<file path="src/rtl/clock_group_rst_seq_pkg.sv">
// Shared types and elaboration helpers for the clock-group reset sequencer.
package clock_group_rst_seq_pkg;

  // Widest member index carried in the request bundle.
  localparam int MAX_IDX_W = 8;

  typedef enum logic [1:0] {
    ST_HOLD    = 2'd0,
    ST_RELEASE = 2'd1,
    ST_RUN     = 2'd2,
    ST_PULSE   = 2'd3
  } state_e;

  typedef struct packed {
    logic [MAX_IDX_W-1:0] member;
    logic                 gate;
    logic                 en;
  } req_t;

  // Ceiling log2; clog2(1) = 0.
  function automatic int clog2(input int v);
    int r;
    r = 0;
    for (int i = 0; i < 31; i++) begin
      if ((1 << i) < v) r = i + 1;
    end
    return r;
  endfunction

  // Index width that never collapses to zero bits.
  function automatic int clog2_min1(input int v);
    return (clog2(v) < 1) ? 1 : clog2(v);
  endfunction

  function automatic int max3(input int a, input int b, input int c);
    int m;
    m = (a > b) ? a : b;
    return (m > c) ? m : c;
  endfunction

endpackage

</file>
<file path="src/rtl/clock_group_rst_seq_cycle_timer.sv">
// Loadable down-counter shared by the hold, stagger and pulse intervals.
// After loading V, o_done is high on the V-th following edge.
module clock_group_cycle_timer
  import clock_group_rst_seq_pkg::*;
#(
  parameter int CNT_W = 4
) (
  input  logic             i_clk,
  input  logic             i_rst,
  input  logic             i_load,
  input  logic [CNT_W-1:0] i_value,
  output logic             o_busy,
  output logic             o_done
);

  logic [CNT_W-1:0] r_cnt;

  // Load takes priority; otherwise count down to zero and park there.
  always_ff @(posedge i_clk) begin
    if (i_rst) begin
      r_cnt <= '0;
    end else if (i_load) begin
      r_cnt <= i_value;
    end else if (r_cnt != '0) begin
      r_cnt <= r_cnt - 1'b1;
    end
  end

  assign o_busy = (r_cnt != '0);
  assign o_done = (r_cnt == CNT_W'(1));

endmodule

</file>
<file path="src/rtl/clock_group_rst_seq.sv">
// Clock-group reset sequencer: holds all members in reset, releases them in
// staggered index order, then serves runtime clock-gate and reset-pulse
// requests for individual members.
module clock_group_rst_seq
  import clock_group_rst_seq_pkg::*;
#(
  parameter int N_MEMBERS      = 4,
  parameter int HOLD_CYCLES    = 8,
  parameter int STAGGER_CYCLES = 2,
  parameter int PULSE_CYCLES   = 4,
  parameter int IDX_W          = clog2_min1(N_MEMBERS)
) (
  input  logic                 clock,
  input  logic                 reset,
  input  logic                 io_req_valid,
  output logic                 io_req_ready,
  input  logic [IDX_W-1:0]     io_req_bits_member,
  input  logic                 io_req_bits_gate,
  input  logic                 io_req_bits_en,
  output logic [N_MEMBERS-1:0] io_out_reset,
  output logic [N_MEMBERS-1:0] io_out_clock_en,
  output logic                 io_ready
);

  localparam int CNT_W = clog2(max3(HOLD_CYCLES, STAGGER_CYCLES, PULSE_CYCLES) + 1);
  localparam logic [CNT_W-1:0] C_HOLD    = CNT_W'(HOLD_CYCLES);
  localparam logic [CNT_W-1:0] C_STAGGER = CNT_W'(STAGGER_CYCLES);
  localparam logic [CNT_W-1:0] C_PULSE   = CNT_W'(PULSE_CYCLES);

  state_e               r_state;
  logic [N_MEMBERS-1:0] r_rst;
  logic [N_MEMBERS-1:0] r_cen;
  logic [N_MEMBERS-1:0] r_saved;
  logic                 r_ready;
  logic                 r_req_ready;
  logic [IDX_W-1:0]     r_rel_idx;
  logic [IDX_W-1:0]     r_pulse_idx;

  req_t             w_req;
  logic             w_accept;
  logic             w_in_range;
  logic             w_load;
  logic [CNT_W-1:0] w_value;
  logic             w_busy;
  logic             w_done;

  assign w_req.member = MAX_IDX_W'(io_req_bits_member);
  assign w_req.gate   = io_req_bits_gate;
  assign w_req.en     = io_req_bits_en;
  assign w_accept     = io_req_valid && r_req_ready;
  assign w_in_range   = (int'(w_req.member) < N_MEMBERS);

  clock_group_cycle_timer #(
    .CNT_W (CNT_W)
  ) u_timer (
    .i_clk   (clock),
    .i_rst   (reset),
    .i_load  (w_load),
    .i_value (w_value),
    .o_busy  (w_busy),
    .o_done  (w_done)
  );

  // Decide when the timer starts a new interval and how long it is.
  always_comb begin
    w_load  = 1'b0;
    w_value = '0;
    case (r_state)
      ST_HOLD: begin
        if (!w_busy) begin
          // First edge out of reset: start the hold interval.
          w_load  = 1'b1;
          w_value = C_HOLD;
        end else if (w_done && (N_MEMBERS > 1)) begin
          w_load  = 1'b1;
          w_value = C_STAGGER;
        end
      end
      ST_RELEASE: begin
        if (w_done && (int'(r_rel_idx) != N_MEMBERS - 1)) begin
          w_load  = 1'b1;
          w_value = C_STAGGER;
        end
      end
      ST_RUN: begin
        if (w_accept && w_in_range && !w_req.gate) begin
          w_load  = 1'b1;
          w_value = C_PULSE;
        end
      end
      default: begin
        w_load  = 1'b0;
        w_value = '0;
      end
    endcase
  end

  // Sequencer state, per-member reset/enable and the handshake flags.
  always_ff @(posedge clock) begin
    if (reset) begin
      r_state     <= ST_HOLD;
      r_rst       <= '1;
      r_cen       <= '1;
      r_saved     <= '1;
      r_ready     <= 1'b0;
      r_req_ready <= 1'b0;
      r_rel_idx   <= '0;
      r_pulse_idx <= '0;
    end else begin
      case (r_state)
        ST_HOLD: begin
          if (w_done) begin
            r_rst[0] <= 1'b0;
            if (N_MEMBERS == 1) begin
              r_state     <= ST_RUN;
              r_ready     <= 1'b1;
              r_req_ready <= 1'b1;
            end else begin
              r_state   <= ST_RELEASE;
              r_rel_idx <= IDX_W'(1);
            end
          end
        end
        ST_RELEASE: begin
          if (w_done) begin
            for (int k = 0; k < N_MEMBERS; k++) begin
              if (k == int'(r_rel_idx)) r_rst[k] <= 1'b0;
            end
            if (int'(r_rel_idx) == N_MEMBERS - 1) begin
              r_state     <= ST_RUN;
              r_ready     <= 1'b1;
              r_req_ready <= 1'b1;
            end else begin
              r_rel_idx <= r_rel_idx + 1'b1;
            end
          end
        end
        ST_RUN: begin
          // Out-of-range members are consumed without any effect.
          if (w_accept && w_in_range) begin
            if (w_req.gate) begin
              for (int k = 0; k < N_MEMBERS; k++) begin
                if (k == int'(w_req.member)) begin
                  r_cen[k]   <= w_req.en;
                  r_saved[k] <= w_req.en;
                end
              end
            end else begin
              // Clock runs during the pulse so the member sees its reset.
              for (int k = 0; k < N_MEMBERS; k++) begin
                if (k == int'(w_req.member)) begin
                  r_rst[k] <= 1'b1;
                  r_cen[k] <= 1'b1;
                end
              end
              r_pulse_idx <= io_req_bits_member;
              r_ready     <= 1'b0;
              r_req_ready <= 1'b0;
              r_state     <= ST_PULSE;
            end
          end
        end
        ST_PULSE: begin
          if (w_done) begin
            for (int k = 0; k < N_MEMBERS; k++) begin
              if (k == int'(r_pulse_idx)) begin
                r_rst[k] <= 1'b0;
                r_cen[k] <= r_saved[k];
              end
            end
            r_ready     <= 1'b1;
            r_req_ready <= 1'b1;
            r_state     <= ST_RUN;
          end
        end
        default: r_state <= ST_HOLD;
      endcase
    end
  end

  assign io_out_reset    = r_rst;
  assign io_out_clock_en = r_cen;
  assign io_ready        = r_ready;
  assign io_req_ready    = r_req_ready;

endmodule
</file>
<file path="config.mk">
export PLATFORM = sky130hd
export DESIGN_NAME = clock_group_rst_seq
export DESIGN_NICKNAME = d
export VERILOG_FILES = /design/src/rtl/clock_group_rst_seq_pkg.sv /design/src/rtl/clock_group_rst_seq_cycle_timer.sv /design/src/rtl/clock_group_rst_seq.sv
export SDC_FILE = /design/constraint.sdc
export NUM_CORES = 1
export LEC_CHECK = 0
export ABC_AREA = 1
export CORE_ASPECT_RATIO = 1.4
export CORE_UTILIZATION = 55
export CTS_BUF_LIST = sky130_fd_sc_hd__clkbuf_4 sky130_fd_sc_hd__clkbuf_8
export DETAILED_ROUTE_END_ITERATION = 8
export DONT_BUFFER_PORTS = 1
export HOLD_SLACK_MARGIN = 0.02
export PLACE_DENSITY = 0.84
export SYNTH_ARGS = -nofsm -noshare
export SYNTH_HDL_FRONTEND = slang
export SYNTH_SLANG_ARGS = --single-unit
</file>
<file path="constraint.sdc">
create_clock -name clock -period 1.3 [get_ports clock]
set_clock_uncertainty 0.1 [all_clocks]
set_input_delay 0.13 -clock clock [delete_from_list [all_inputs] [get_ports clock]]
set_output_delay 0.13 -clock clock [all_outputs]
set_load 0.01 [all_outputs]
</file>
# Word level (Yosys, flattened, before mapping)
# Index checks and enable logic that the tools add are counted.
# classes
add_sub_neg,2
n_mul,0
n_div,0
n_lt_le_gt_ge,1
n_eq_ne,34
n_shift,0
mux,59
n_bitwise,1
n_reduce_logical,30
# ops
cell,n
4-bit two-way mux,10
2-bit != test (second input constant),19
8-bit AND reduction,4
1-bit two-way mux,30
2-bit two-way mux,10
4-bit AND reduction,5
5-bit AND reduction,4
2-bit == test (first input constant),6
4-bit one-hot mux with 3 select lines,1
6-bit AND reduction,2
3-bit one-hot mux with 3 select lines,1
8-bit logical NOT,1
2-bit one-hot mux with 4 select lines,1
4-bit one-hot mux with 2 select lines,1
1-bit by 2-bit == test with 1-bit output (first input constant),3
2-bit logical NOT,3
1-bit one-hot mux with 3 select lines,2
2-bit nonzero test,3
2-bit by 1-bit == test with 1-bit output (second input constant),2
2-bit == test (second input constant),2
4-bit by 1-bit == test with 1-bit output (second input constant),1
1-bit logical AND,4
1-bit one-hot mux with 4 select lines,1
2-bit one-hot mux with 2 select lines,1
other kinds (10),10
# word_totals
ff_bits,23
latch_bits,0
ramBits,0
rom_bits,0
n_memories,0

# Longest topological paths before layout
# Gate-level depths: netlist of the first run.
# depth
ltp_word,6
mapped_depth,10
depth_no_buf,9

# Cells and area by module
# Synthesis of the first run repeated with hierarchy kept, for this count alone.
# unflattened
cells_unflattened,224
area_unflattened_um2,1421.4
# by_module_without_submodules
mod,instances,cells_each,area_each_um2,seq_area_each_um2
clock_group_rst_seq,1,180,1127.3,380.4
clock_group_cycle_timer,1,44,294.0,80.1

# Worst setup path after synthesis of the first run
# Ideal clock, no wire load.
# synth_timing
path_kind,flip-flop to flip-flop
startpoint,reg u_timer.r_cnt[1]
endpoint,reg r_cen[1] (netlist: io_out_clock_en[1])
setup_time_ns,0.125
arrival_ns,1.116
required_ns,1.075
slack_ns,-0.041
stages_incl_launch_ff,9
path_cell_list,dfxtp_1 inv_1 ha_1 nand2_1 nand2_1 nand3_1 inv_1 nand3_1 nand3_1
# synth_between
elab_chain_cells,3
# synth_rtl
element,line_no,text
"start, declared",clock_group_rst_seq_cycle_timer.sv:16,logic [CNT_W-1:0] r_cnt;
"start signal, assigned",clock_group_rst_seq_cycle_timer.sv:23,r_cnt <= i_value;
"start signal, assigned",clock_group_rst_seq_cycle_timer.sv:25,r_cnt <= r_cnt - 1'b1;
4-bit by 1-bit == test with 1-bit output,clock_group_rst_seq_cycle_timer.sv:30,assign o_done = (r_cnt == CNT_W'(1));
2-bit != test (no source line),n/a,
5-bit AND reduction (no source line),n/a,
"end signal, assigned by index",clock_group_rst_seq.sv:144,r_cen[k] <= w_req.en;
"end signal, assigned by index",clock_group_rst_seq.sv:168,r_cen[k] <= r_saved[k];
"end, declared",clock_group_rst_seq.sv:32,logic [N_MEMBERS-1:0] r_cen;
# No other way between the ends.
# A chain may end at the register's enable or synchronous reset.

# Final worst setup path of the first run
# layout_timing
startpoint,reg u_timer.r_cnt[1]
endpoint,reg r_state[0]
# layout_between
elab_chain_cells,3
word_cells_on_any_way,5
cone_classes,eq/ne (4); reduce/logical (1)
# layout_rtl
element,line_no,text
4-bit by 1-bit == test with 1-bit output (*),clock_group_rst_seq_cycle_timer.sv:30,
2-bit != test (no source line),n/a,
6-bit AND reduction (no source line) (*),n/a,
"end signal, assigned",clock_group_rst_seq.sv:101,r_state <= ST_HOLD;
"end signal, assigned",clock_group_rst_seq.sv:115,r_state <= ST_RUN;
"end signal, assigned",clock_group_rst_seq.sv:119,r_state <= ST_RELEASE;
"end, declared",clock_group_rst_seq.sv:30,state_e r_state;
# Every way passes the cells marked *; elsewhere a longest branch is shown, timed or not.

==> impl_metrics.yaml, run 1 <==
floorplanning:
  rows: 20
  dieArea_sq_um: 2570
  initial_core_util_pct: 59.1
  core_sq_um: 2200
  die_h_um: 59.6
  io_pins: 17
  die_x_um: 43.1
synth:
  synthArstFlopShare_pct: 0
  ys.flop_type: "dfxtp_1"
  ys_ff_latch: 23
  synth_nets: 200
  synth_top_cells_by_area: "dfxtp_1 35%, nand2_1 11%, nand3_1 11%"
  synth_top_family_by_area: "simple AND/OR/NAND/NOR gates"
  synth.top_cells.by_count: "39 x nand2_1, 28 x nand3_1, 23 x dfxtp_1"
  synth_xor_area_share_pct: 1.34
  synthAdderAreaFrac_pct: 5.76
  synthCells: 187
  yosysSeqAreaShare_pct: 35.4
  synth_mux_area_share_pct: 0
  synth.avg_cell_area_sq_um: 6.97
  synth_cell_type_count: 26
  yosys.area_share.simple_pct: 33.4
  synth_compound_area_share_pct: 14.6
  synth_edf_count: 0
  post-synth-top-area-fraction_pct: 35.4
  yosysTopAreaCell: "dfxtp_1"
  syn_area_sq_um: 1300
  ys.warnings.count: 0
  synth.most_common_cell: "nand2_1"
setup_path:
  critical_path_class: "flop to flop"
  worst-path-buf-inv: 2
  worst_r2r_endpoint: "r_state[0]"
  required_ns: 1.45
  r2r_setup_slack_ns: -0.15
  crit_slowest_cell: "dfxtp_2"
  path_max_fanout: 5
  cp-endpoint: "r_state[0]"
  crit_family: "simple AND/OR/NAND/NOR gates"
  end_kind: "flop"
  crit_cells: 8
  worstPathArrival_ns: 1.60
  startpoint: "u_timer.r_cnt[1]"
  r2r.worst_path.cells: 8
  r2r-start: "u_timer.r_cnt[1]"
  max_stage_delay_ns: 0.40
  cp_cell_sequence: "inv_4 > ha_4 > nand2_4 > buf_4 > nand2_1 > nand3_2 > nand2_1 > nor2_1"
  critPathLaunchType: "flop"
  path_common_cell: "nand2_1"
power_and_ir_drop:
  p_per_area_nw_per_um2: 1410
  power_switching_share_pct: 42.0
  p_leak_nw: 0.804
  intPower_mw: 1.50
  power_frac_comb_pct: 50.4
  power.share.clock_pct: 14.5
  ir_drop_mv: 1.09
  share_seq_of_total_power_pct: 35.2
  power.switching_mw: 1.08
  power_mw: 2.58
finish:
  drive_above_1_share_pct: 43.2
  design_area_sq_um: 1830
  utilization_pct: 83.2
  fin_nets: 236
  antenna_cells: 0
  area.growth.synth_to_final_pct: 40.7
sta:
  clock.fmax_mhz: 692
  worstMarginPinSlew_ns: 0.489
  period_needed_ns: 1.45
  whs_ns: 0.00280
  rsz0062_at_grt: "yes"
  hold_viol_final: 0
  report.final.slew_viol_count: 0
  post-route-period-util_pct: 111
  slew_headroom_pct: 67.4
  setup-tns-final_ns: -1.19
  finalSetupViolCount: 17
  worst_slack_ns: -0.145
cts:
  cts_hold_buf: 6
  clk_latency_ns: 0.32
  cts-root-buf: "clkbuf_4"
  clock_sinks: 23
  tritoncts: "yes"
  ctsLongestPathBuffers: 2
  clk_pin_slew_ns: 0.14
  cts_buffers: 3
  h-tree-depth: 1
place:
  gp_congestion: 0.839
  placed_area_sq_um: 1470
  post-dp-hpwl_um: 2290
  io_buffers: 0
grt:
  grt_max_degree: 15
  antenna_found_initial: 0
  grt_pass1_wl_um: 6220
  grt_pass1_vias: 1464
  grt_usage_pct: 32.1
  gr-total-overflow: 0
flow_run:
  drv_cap: 0
drt:
  highest_layer: "met4"
  ant_nets: 0
  met2_length_um: 2260
  wl_met3_um: 240
  route.detailed.drc: 0
  wl_per_cell_um: 17.8
  drt_first_pass_iters: 5
  avgViaCountPerCell: 6.29
  wl_met1_um: 1600
  num_vias: 1535
  wl_um: 4350
  drt_iter0_drc: 113
worst_hold_path:
  holdCritPathClass: "primary input to flop"
outcome:
  status: "finished with violations"
  violations: "negative setup slack"
worst min-delay path by stage:
stage                     cells past startpoint                  to                   from
after floorplan                               2          r_saved[2]  io_req_bits_member[1]
after global placement                        1          r_state[1]                  reset
after detailed placement                      1    u_timer.r_cnt[1]                  reset
after CTS                                     4  io_out_clock_en[1]  io_req_bits_member[1]
after global routing                          4          r_saved[3]           io_req_valid
final                                         4  io_out_clock_en[2]  io_req_bits_member[0]
flip-flops by register name, indices dropped and copies added (netlist names):
name             flops
r_state              2
io_req_ready         1
r_rel_idx            2
r_pulse_idx          2
r_saved              4
u_timer.r_cnt        4
io_out_reset         4
io_out_clock_en      4
worst min-delay path, cell delays in order:
cell     delay [ns]
o21ai_1        0.05
nand2_1        0.09
o21ai_1        0.08
nand3_1        0.05
area by class of cell:
class	instances	area, sq um
fillers	120	369
well taps	22	27.5
multi-input cells	138	916
inverters	22	97.6
clock buffers	4	30.0
flip-flops and latches	23	480
repair buffers	35	282
logic make-up (layout without fill, tap and decap cells):
kind of cell | count (synthesis) | after routing
and+or+nand+nor | 94 | 94
adders and majority gates | 6 | 6
DFF | 23 | 23
xor gates and xnor gates | 2 | 2
AOI/OAI and AO/OA | 36 | 36
buffers and inverters | 26 | 61
power groups by stage:
stage | logic [mW] | registers [mW] | clock network, mW
6_report | 1.30 | 0.908 | 0.373
5_1_grt | 1.40 | 0.910 | 0.408
4_1_cts | 1.15 | 0.882 | 0.361
3_5_place_dp | 0.945 | 0.867 | 0
3_3_place_gp | 0.898 | 0.861 | 0
2_1_floorplan | 0.632 | 0.859 | 0
per-stage QoR:
step | instances | setup slack, ns
finish | 244 | -0.145
global route | 244 | -0.179
CTS | 244 | -0.0231
detailed placement | 228 | -0.122
global placement | 228 | -0.0628
floorplan | 187 | -0.0178
metal layers:
layer / vias to the layer above / track usage, %
met1: 723 / 34.9
met2: 92 / 57.6
li1: 687 / -
met3: 33 / 3.96
met4: 0 / 20.3
met5: - / 0
what timing repair did:
action | in CTS | in global routing
setup endpoints to repair | 21 | 22
pin swaps | 14 | 1
hold endpoints to repair | 12 | 1
setup buffers | 6 | 0
gates resized for setup | 44 | 34
placed cells by master (no fill, tap or decap), types with 3 or more instances in the layout:
master,n
o21ai_0,10
dlygate4sd3_1,6
nand3_2,7
clkbuf_4,4
a21oi_1,9
inv_1,10
o21ai_1,8
nand3_1,20
nand4_1,3
inv_4,4
nand2_2,10
a21oi_2,3
nor2_4,4
ha_1,3
ha_4,3
dfxtp_2,4
buf_4,28
nor2_1,7
nor2_2,5
dfxtp_4,4
inv_2,7
nand2_1,29
dfxtp_1,15
nand2_4,6
Note: power is estimated with default switching activity, not from simulation.
==> run 2, diff against run 1 <==
--- a/config.mk
+++ b/config.mk
@@ -6,6 +6,7 @@
 export NUM_CORES = 1
 export LEC_CHECK = 0
 export ABC_AREA = 1
+export CAP_MARGIN = 25
 export CORE_ASPECT_RATIO = 1.4
 export CORE_UTILIZATION = 55
 export CTS_BUF_LIST = sky130_fd_sc_hd__clkbuf_4 sky130_fd_sc_hd__clkbuf_8
==> constraint.sdc (replaced) <==
create_clock -name clock -period 1.3 [get_ports clock]
set_clock_uncertainty 0.1 [all_clocks]
set_input_delay 0.13 -clock clock [delete_from_list [all_inputs] [get_ports clock]]
set_output_delay 0.13 -clock clock [all_outputs]
set_load 0.02 [all_outputs]
==> run 2 against run 1 <==
  * The flow finishes with violations (negative hold slack, negative setup slack)
  * Sequential share of layout area is 0.24 points higher
  * Die area stayed put
  * Global-route usage is 1.4 points lower
  * Non-clock buffer count is 5 lower
  * Via count is 4.6% lower
==> impl_metrics.yaml, run 2 (synthesized netlist as in run 1, its figures left out) <==
power_and_ir_drop:
  p_per_area_nw_per_um2: 1420
  ir_drop_mv: 1.16
  p_leak_nw: 0.785
sta:
  finalSetupViolCount: 19
  setup-tns-final_ns: -0.834
  period_needed_ns: 1.42
  slew_headroom_pct: 66.1
  post-route-period-util_pct: 110
  worst_slack_ns: -0.125
  clock.fmax_mhz: 702
  worstMarginPinSlew_ns: 0.508
  report.final.slew_viol_count: 0
  rsz0062_at_grt: "yes"
  whs_ns: -0.287
  hold_viol_final: 8
floorplanning:
  die_h_um: 59.6
  die_x_um: 43.1
  core_sq_um: 2200
  initial_core_util_pct: 59.1
  dieArea_sq_um: 2570
  rows: 20
  io_pins: 17
grt:
  grt_pass1_vias: 1392
  grt_usage_pct: 30.7
  grt_pass1_wl_um: 6010
  antenna_found_initial: 0
  grt_max_degree: 15
  gr-total-overflow: 0
cts:
  ctsLongestPathBuffers: 2
  clk_pin_slew_ns: 0.14
  clock_sinks: 23
  h-tree-depth: 1
  clk_latency_ns: 0.34
  cts_buffers: 3
  cts-root-buf: "clkbuf_4"
  tritoncts: "yes"
setup_path:
  cp-endpoint: "r_saved[0]"
  end_kind: "flop"
  startpoint: "r_state[0]"
  r2r.worst_path.cells: 6
  required_ns: 1.44
  worst_r2r_endpoint: "r_saved[0]"
  critical_path_class: "flop to flop"
  r2r-start: "r_state[0]"
  critPathLaunchType: "flop"
  worstPathArrival_ns: 1.56
  r2r_setup_slack_ns: -0.12
  path_max_fanout: 5
finish:
  design_area_sq_um: 1810
  fill_cells: 123
  fin_nets: 231
  area.growth.synth_to_final_pct: 38.7
  antenna_cells: 0
  mostFrequentLayoutCells: "31 x nand2_1, 22 x buf_4, 18 x nand3_1, 15 x dfxtp_1, 10 x inv_2"
  final_common_cell: "nand2_1"
  drive_above_1_share_pct: 43.3
  utilization_pct: 82.0
drt:
  wl_um: 4100
  wl_per_cell_um: 17.1
  avgViaCountPerCell: 6.13
  drt_first_pass_iters: 5
  ant_nets: 0
  num_vias: 1465
  drt_iter0_drc: 102
  route.detailed.drc: 0
place:
  placed_area_sq_um: 1460
  post-place-ws_ns: -0.136
  gp_congestion: 0.879
  io_buffers: 0
  post-dp-hpwl_um: 2350
outcome:
  status: "finished with violations"
  violations: "negative hold slack, negative setup slack"
worst_hold_path:
  holdCritPathClass: "primary input to flop"
  worstHoldStart: "reset"
flow_run:
  drv_cap: 0
## run 2: changes by cell type in the layout (fill, tap and decap cells not counted), sizes merged
cell | previous run | this run
buf | 29 | 24
clkbuf | 4 | 3
clkinv | 1 | 2
## run 2: how the worst min path moves through the flow
stage | cells after the start | slack, ns | end
final | 1 | -0.29 | u_timer.r_cnt[1]
after global routing | 1 | -0.31 | u_timer.r_cnt[1]
after CTS | 1 | -0.26 | r_state[1]
after detailed placement | 1 | 0.1 | io_req_ready
after global placement | 1 | 0.1 | io_req_ready
after floorplan | 2 | 0.22 | r_saved[2]
## run 2: critical path, stage by stage, from the launching register on
cell and delay, ns:
dfxtp_4 0.39, inv_2 0.08, nand2_4 0.07, nor3_4 0.25
nand3_2 0.12, a21oi_1 0.18, o21ai_0 0.12
## run 2: report_power, final
group	internal, mW	total, mW	switching, mW
Clock	0.116	0.377	0.261
Sequential	0.799	0.906	0.107
Combinational	0.566	1.28	0.709
Total	1.48	2.56	1.08
## run 2: layout make-up
type / count / area (sq um) / area share (%)
Multi-Input combinational cell: 138 / 933 / 51.7
Sequential cell: 23 / 478 / 26.5
Timing Repair Buffer: 30 / 248 / 13.7
Tap cell: 22 / 27.5 / 1.52
Clock buffer: 3 / 22.5 / 1.25
Inverter: 22 / 92.6 / 5.12
Clock inverter: 1 / 5.00 / 0.277
## run 2: per-stage QoR
stage / cells / total power [mW]
3_3_place_gp: 226 / 1.77
5_1_grt: 239 / 2.71
6_report: 239 / 2.56
4_1_cts: 237 / 2.39
2_1_floorplan: 187 / 1.51
3_5_place_dp: 226 / 1.81
## run 2: layer usage
layer  up-vias  global-route usage, %  part of all wire, %
li1        678                      -                    -
met1       692                   31.8                   38
met2        74                   57.4                   53
met3        21                   5.79                  5.2
met4         0                   15.6                  3.5
met5         -                      0                    0
## run 2: repair_timing
| action | in CTS | in global routing |
|---|---|---|
| resized for setup | 47 | 33 |
| hold buffers | 5 | 1 |
| setup buffers | 2 | 1 |
| pin swaps | 18 | 13 |
| endpoints found under the setup margin | 22 | 22 |
| hold endpoints to repair | 12 | 9 |
